## config.mk

```make
export PLATFORM = sky130hd
export DESIGN_NAME = jbus_arb_tracker
export DESIGN_NICKNAME = d
export VERILOG_FILES = /design/src/rtl/jbus_arb_tracker.sv
export SDC_FILE = /design/constraint.sdc
export NUM_CORES = 1
export LEC_CHECK = 0
export ABC_CLOCK_PERIOD_IN_PS = 18900
export CAP_MARGIN = 20
export CORE_UTILIZATION = 50
export CTS_CLUSTER_SIZE = 24
export DETAILED_ROUTE_END_ITERATION = 8
export HOLD_SLACK_MARGIN = 0.08
export PLACE_DENSITY = 0.7
export REMOVE_ABC_BUFFERS = 1
export SYNTH_ARGS = -nofsm -noshare
export SYNTH_HDL_FRONTEND = slang
export SYNTH_SLANG_ARGS = --single-unit
```

## constraint.sdc

```tcl
create_clock -name j_clk -period 18.9 [get_ports j_clk]
set_input_delay 1.89 -clock j_clk [delete_from_list [all_inputs] [get_ports j_clk]]
set_output_delay 1.89 -clock j_clk [all_outputs]
set_load 0.02 [all_outputs]
```

## src/rtl/jbus_arb_tracker.sv

```systemverilog
// JBus distributed round-robin arbitration tracker for one stub agent.
// Mirrors the common owner decision so the output queue knows when it may drive.
module jbus_arb_tracker #(
    parameter int MAX_HOLD = 8,
    parameter int CNT_W    = 16
) (
    input  logic             j_clk,
    input  logic             j_rst,
    input  logic [2:0]       j_id,
    input  logic [5:0]       j_req_in_l,
    input  logic             local_req,
    output logic [5:0]       j_req_out_l,
    output logic             local_gnt,
    output logic             bus_owner_vld,
    output logic [2:0]       bus_owner_id,
    output logic [CNT_W-1:0] grant_cnt,
    output logic             arb_err
);

    function automatic logic [2:0] mod7(input logic [3:0] v);
        return (v >= 4'd7) ? 3'(v - 4'd7) : v[2:0];
    endfunction

    logic [6:0] req_q;
    logic [6:0] req_d;
    logic       lreq_d;
    logic [2:0] last_owner;
    logic [7:0] hold_cnt;

    logic       id_ok;
    logic       req_local;
    logic       own_req;
    logic       at_lim;
    logic [2:0] start;
    logic [2:0] cand;
    logic       found;
    logic [2:0] win;
    logic       nxt_vld;
    logic [2:0] nxt_id;
    logic [2:0] nxt_last;
    logic [7:0] nxt_hold;
    logic       nxt_gnt;
    logic       new_local;

    assign id_ok     = (j_id != 3'd7);
    assign req_local = id_ok && req_q[j_id];

    // Peer bit k belongs to agent (j_id+1+k) mod 7.
    always_comb begin
        req_d = '0;
        for (int k = 0; k < 6; k++) begin
            req_d[mod7({1'b0, j_id} + 4'(k + 1))] = ~j_req_in_l[k];
        end
        if (id_ok) begin
            req_d[j_id] = local_req;
        end
    end

    always_comb begin
        own_req = bus_owner_vld && req_q[bus_owner_id];
        at_lim  = (hold_cnt == 8'(MAX_HOLD - 1));
        if (own_req) begin
            start = mod7({1'b0, bus_owner_id} + 4'd1);
        end else begin
            start = mod7({1'b0, last_owner} + 4'd1);
        end
        found = 1'b0;
        win   = 3'd0;
        cand  = 3'd0;
        // A forced rotation must skip the current owner.
        for (int i = 0; i < 7; i++) begin
            cand = mod7({1'b0, start} + 4'(i));
            if (!found && req_q[cand] &&
                !(own_req && cand == bus_owner_id)) begin
                found = 1'b1;
                win   = cand;
            end
        end

        nxt_vld  = bus_owner_vld;
        nxt_id   = bus_owner_id;
        nxt_last = last_owner;
        nxt_hold = hold_cnt;
        if (own_req && !at_lim) begin
            nxt_hold = hold_cnt + 8'd1;
        end else if (found) begin
            nxt_vld  = 1'b1;
            nxt_id   = win;
            nxt_last = win;
            nxt_hold = 8'd0;
        end else if (own_req) begin
            nxt_hold = 8'd0;
        end else begin
            nxt_vld = 1'b0;
        end

        nxt_gnt   = id_ok && nxt_vld && (nxt_id == j_id);
        new_local = nxt_gnt && !local_gnt;
    end

    always_ff @(posedge j_clk) begin
        if (j_rst) begin
            req_q         <= '0;
            lreq_d        <= 1'b0;
            last_owner    <= 3'd6;
            hold_cnt      <= 8'd0;
            j_req_out_l   <= 6'h3F;
            local_gnt     <= 1'b0;
            bus_owner_vld <= 1'b0;
            bus_owner_id  <= 3'd0;
            grant_cnt     <= '0;
            arb_err       <= 1'b0;
        end else begin
            req_q         <= req_d;
            lreq_d        <= req_local;
            last_owner    <= nxt_last;
            hold_cnt      <= nxt_hold;
            j_req_out_l   <= {6{~local_req}};
            local_gnt     <= nxt_gnt;
            bus_owner_vld <= nxt_vld;
            bus_owner_id  <= nxt_id;
            if (new_local && grant_cnt != '1) begin
                grant_cnt <= grant_cnt + CNT_W'(1);
            end
            if (!id_ok || (local_gnt && !req_local && !lreq_d)) begin
                arb_err <= 1'b1;
            end
        end
    end

endmodule
```

==> results.json <==
{
  "routed_wl_um": 19410,
  "timing.rr.start": "bus_owner_id[1]",
  "portBuffers": 39,
  "overflow": 0,
  "clk_latency_ns": 0.29,
  "cts_setup_buffers": 0,
  "grt_max_degree": 51,
  "cts.repair.resized": 0,
  "hold_end": "hold_cnt[7]",
  "r2r_end": "grant_cnt[12]",
  "drc": 1,
  "drive_above_1_share": 0.08970,
  "finalClockSkew_ns": 0.006029,
  "startpoint_type": "flip-flop",
  "setup-tns-final_ns": 0,
  "final-hold-violation-count": 0,
  "required_ns": 19.11,
  "end_kind": "flip-flop",
  "max_stage_delay_ns": 1.00,
  "syn_avg_cell_area_sq_um": 7.280,
  "vias": 6697,
  "synth-seq-cells": 42,
  "layout.cells.non_filler": 968,
  "routedWlPerCell_um": 20.05,
  "first_global_vias": 6252,
  "row_count": 39,
  "grt_usage": 0.3098,
  "io_pins": 40,
  "startpoint": "bus_owner_id[1]",
  "cts.sinks": 42,
  "dr.first_iter.drc_count": 836,
  "die_area_sq_mm": 0.01256,
  "hold_path_depth": 2,
  "maxSlewHeadroom": 0.3157,
  "setup_viol": 0,
  "gp_congestion": 0.9712,
  "hold_class": "reg -> reg",
  "insertedDiodeCount": 0,
  "numCtsBuffers": 5,
  "initial_utilization": 0.5215,
  "hpwl_um": 14250,
  "yosysSeqAreaShare": 0.1388,
  "syn_to_final_growth_pct": 7.891,
  "dr.pass1.iters": 8,
  "yosysUniqueCellTypes": 97,
  "drtAntennaViolNets": 0,
  "syn_inst": 832,
  "cts_max_level": 2,
  "antenna_found_initial": 0,
  "synth-warning-count": 0,
  "cts-root-buf": "clkbuf_16",
  "status": "finished, violations left",
  "ys.flop_type": "dfxtp_1",
  "cp_slowest_cell": "dfxtp_1",
  "async_flop_share": 0,
  "period_minus_slack_ns": 7.896,
  "grt_pass1_wl_um": 31930,
  "crit_top_cell": "a21oi_1",
  "core_sq_mm": 0.01161,
  "tightest_slew_ns": 1.025,
  "hold_buffers": 0,
  "dp_cells": 960,
  "violations": "DRC",
  "crit_arrival_ns": 8.10,
  "r2r_setup_slack_ns": 11.00,
  "crit_family": "simple AND/OR/NAND/NOR gates",
  "min_period_over_period": 0.4178,
  "cts.path.max_buffers": 2,
  "maxSlewViolCount": 0,
  "via_per_inst": 6.918,
  "reg2regPathDepth": 20,
  "die_h_um": 112.1,
  "rsz0062_at_grt": "no",
  "max_cap_viol_count": 0,
  "clk_pin_slew_ns": 0.06,
  "path_buf_inv": 1,
  "crit_chain": "ha_1 -> or2_1 -> a21oi_1 -> nor3_2 -> mux2i_4 -> ha_1 -> inv_1 -> nor2_1 -> a31oi_1 -> xnor2_1 -> nor3_1 -> a221oi_1 -> a41oi_1 -> o21ai_2 -> o41ai_1 -> o32a_1 -> a21oi_1 -> or4b_4 -> or4_1 -> a21oi_1",
  "finalNetCount": 866,
  "critPathKind": "reg -> reg",
  "fp.dieW_um": 112.1,
  "clock.fmax_mhz": 126.7,
  "netlist_area_sq_mm": 0.006057,
  "critPathMaxFanout": 21,
  "min_from": "hold_cnt[7]",
  "cts_tree": "yes",
  "synth_enable_flop_cells": 0
}
cell families after synthesis:
family          after synthesis  synth area share
flops                        42            0.1388
xor+xnor                     20           0.03243
buf+inv                      94           0.06590
mux                          52           0.09626
fa+ha+maj                    30           0.06445
compound gates              262            0.3185
simple gates                332            0.2836
cells in the final DEF (no fill, tap or decap), types with 4 or more instances in the layout:
master and count:
a211o_1 5, a211oi_1 14, a21o_1 5, a21oi_1 52, a221oi_1 6, a22oi_1 6
a311oi_1 5, a31oi_1 16, a32o_1 4, a32oi_1 5, and2_1 13, and3_1 12
and4_1 4, clkbuf_16 5, clkdlybuf4s50_1 38, dfxtp_1 42, ha_1 28, inv_1 32
mux2_1 4, mux2_2 16, mux2i_1 29, nand2_1 62, nand2b_1 9, nand3_1 35
nand3b_1 6, nand4_1 8, nor2_1 84, nor2b_1 18, nor3_1 33, nor4_1 13
o211ai_1 14, o21ai_0 39, o221ai_1 5, o22ai_1 8, o31ai_1 16, o41ai_1 4
or2_2 6, or3_1 7, xnor2_1 16
stage by stage:
step           hold WS [ns]    util  setup slack [ns]  area [sq um]
2_1_floorplan        0.4528       -             12.26          5799
3_3_place_gp         0.4684  0.5499             11.49          6386
3_5_place_dp         0.4990  0.5499             11.27          6386
4_1_cts              0.5114  0.5627             11.24          6535
5_1_grt              0.5375  0.5627             10.53          6535
6_report             0.5141  0.5627             11.00          6535
worst register-to-register path: cells and delay by family, from the launching register on:
family                     cells  cell delay, ns
AOI/OAI and AO/OA              9            2.26
xor gates and xnor gates       1            0.17
adders and majority gates      2            1.23
buffers and inverters          1            0.29
DFF                            1            1.00
muxes                          1            0.31
and+or+nand+nor                6            2.59
worst max path at each step:
stage,slack [ns],cells past startpoint,to
global placement,11.49,20,grant_cnt[3]
floorplan,12.26,21,grant_cnt[15]
detailed placement,11.27,20,grant_cnt[12]
global route,10.53,21,grant_cnt[12]
CTS,11.24,20,grant_cnt[12]
finish,11.00,20,grant_cnt[12]
flip-flops by register name (all words and copies together), names as in the netlist:
register       flops
lreq_d             1
j_req_out_l        1
grant_cnt         16
req_q              7
hold_cnt           8
last_owner         3
bus_owner_id       3
local_gnt          1
bus_owner_vld      1
arb_err            1
routing by layer:
layer / track usage / part of all wire / vias up / routed length [um]
met1: 0.4063 / 0.42 / 3152 / 8141
met4: 0.1156 / 0.031 / 0 / 601
met3: 0.03186 / 0.074 / 61 / 1431
met2: 0.5263 / 0.48 / 340 / 9238
met5: 0 / 0 / - / 0
li1: - / - / 3144 / -
cell type report:
| cell class | count | area, sq um |
|---|---|---|
| Fill cell | 1140 | 5079 |
| Multi-Input combinational cell | 696 | 4817 |
| Sequential cell | 42 | 840.8 |
| Timing Repair Buffer | 42 | 407.9 |
| Tap cell | 143 | 178.9 |
| Inverter | 37 | 141.4 |
| Clock buffer | 5 | 125.1 |
| Clock inverter | 3 | 23.77 |
Yosys cell counts (all sizes together) (15+ instances only):
master  instances  area (sq um)
inv            35         133.9
dfxtp          42         840.8
nor2b          18         112.6
nor4           15         115.1
mux2i          30         312.8
xnor2          17         156.4
a21oi          53         269.0
nor3           35         185.2
nand2          63         244.0
nor2           85         321.6
o31ai          16         120.1
ha             28         350.3
clkbuf         38         142.6
a31oi          16         100.1
mux2           20         225.2
o21ai          44         227.7
nand3          35         175.2
buf            19         115.1
Power is left out: the tool's default activity adds up to more than one toggle a clock period on the data nets, which glitch-free logic cannot reach.
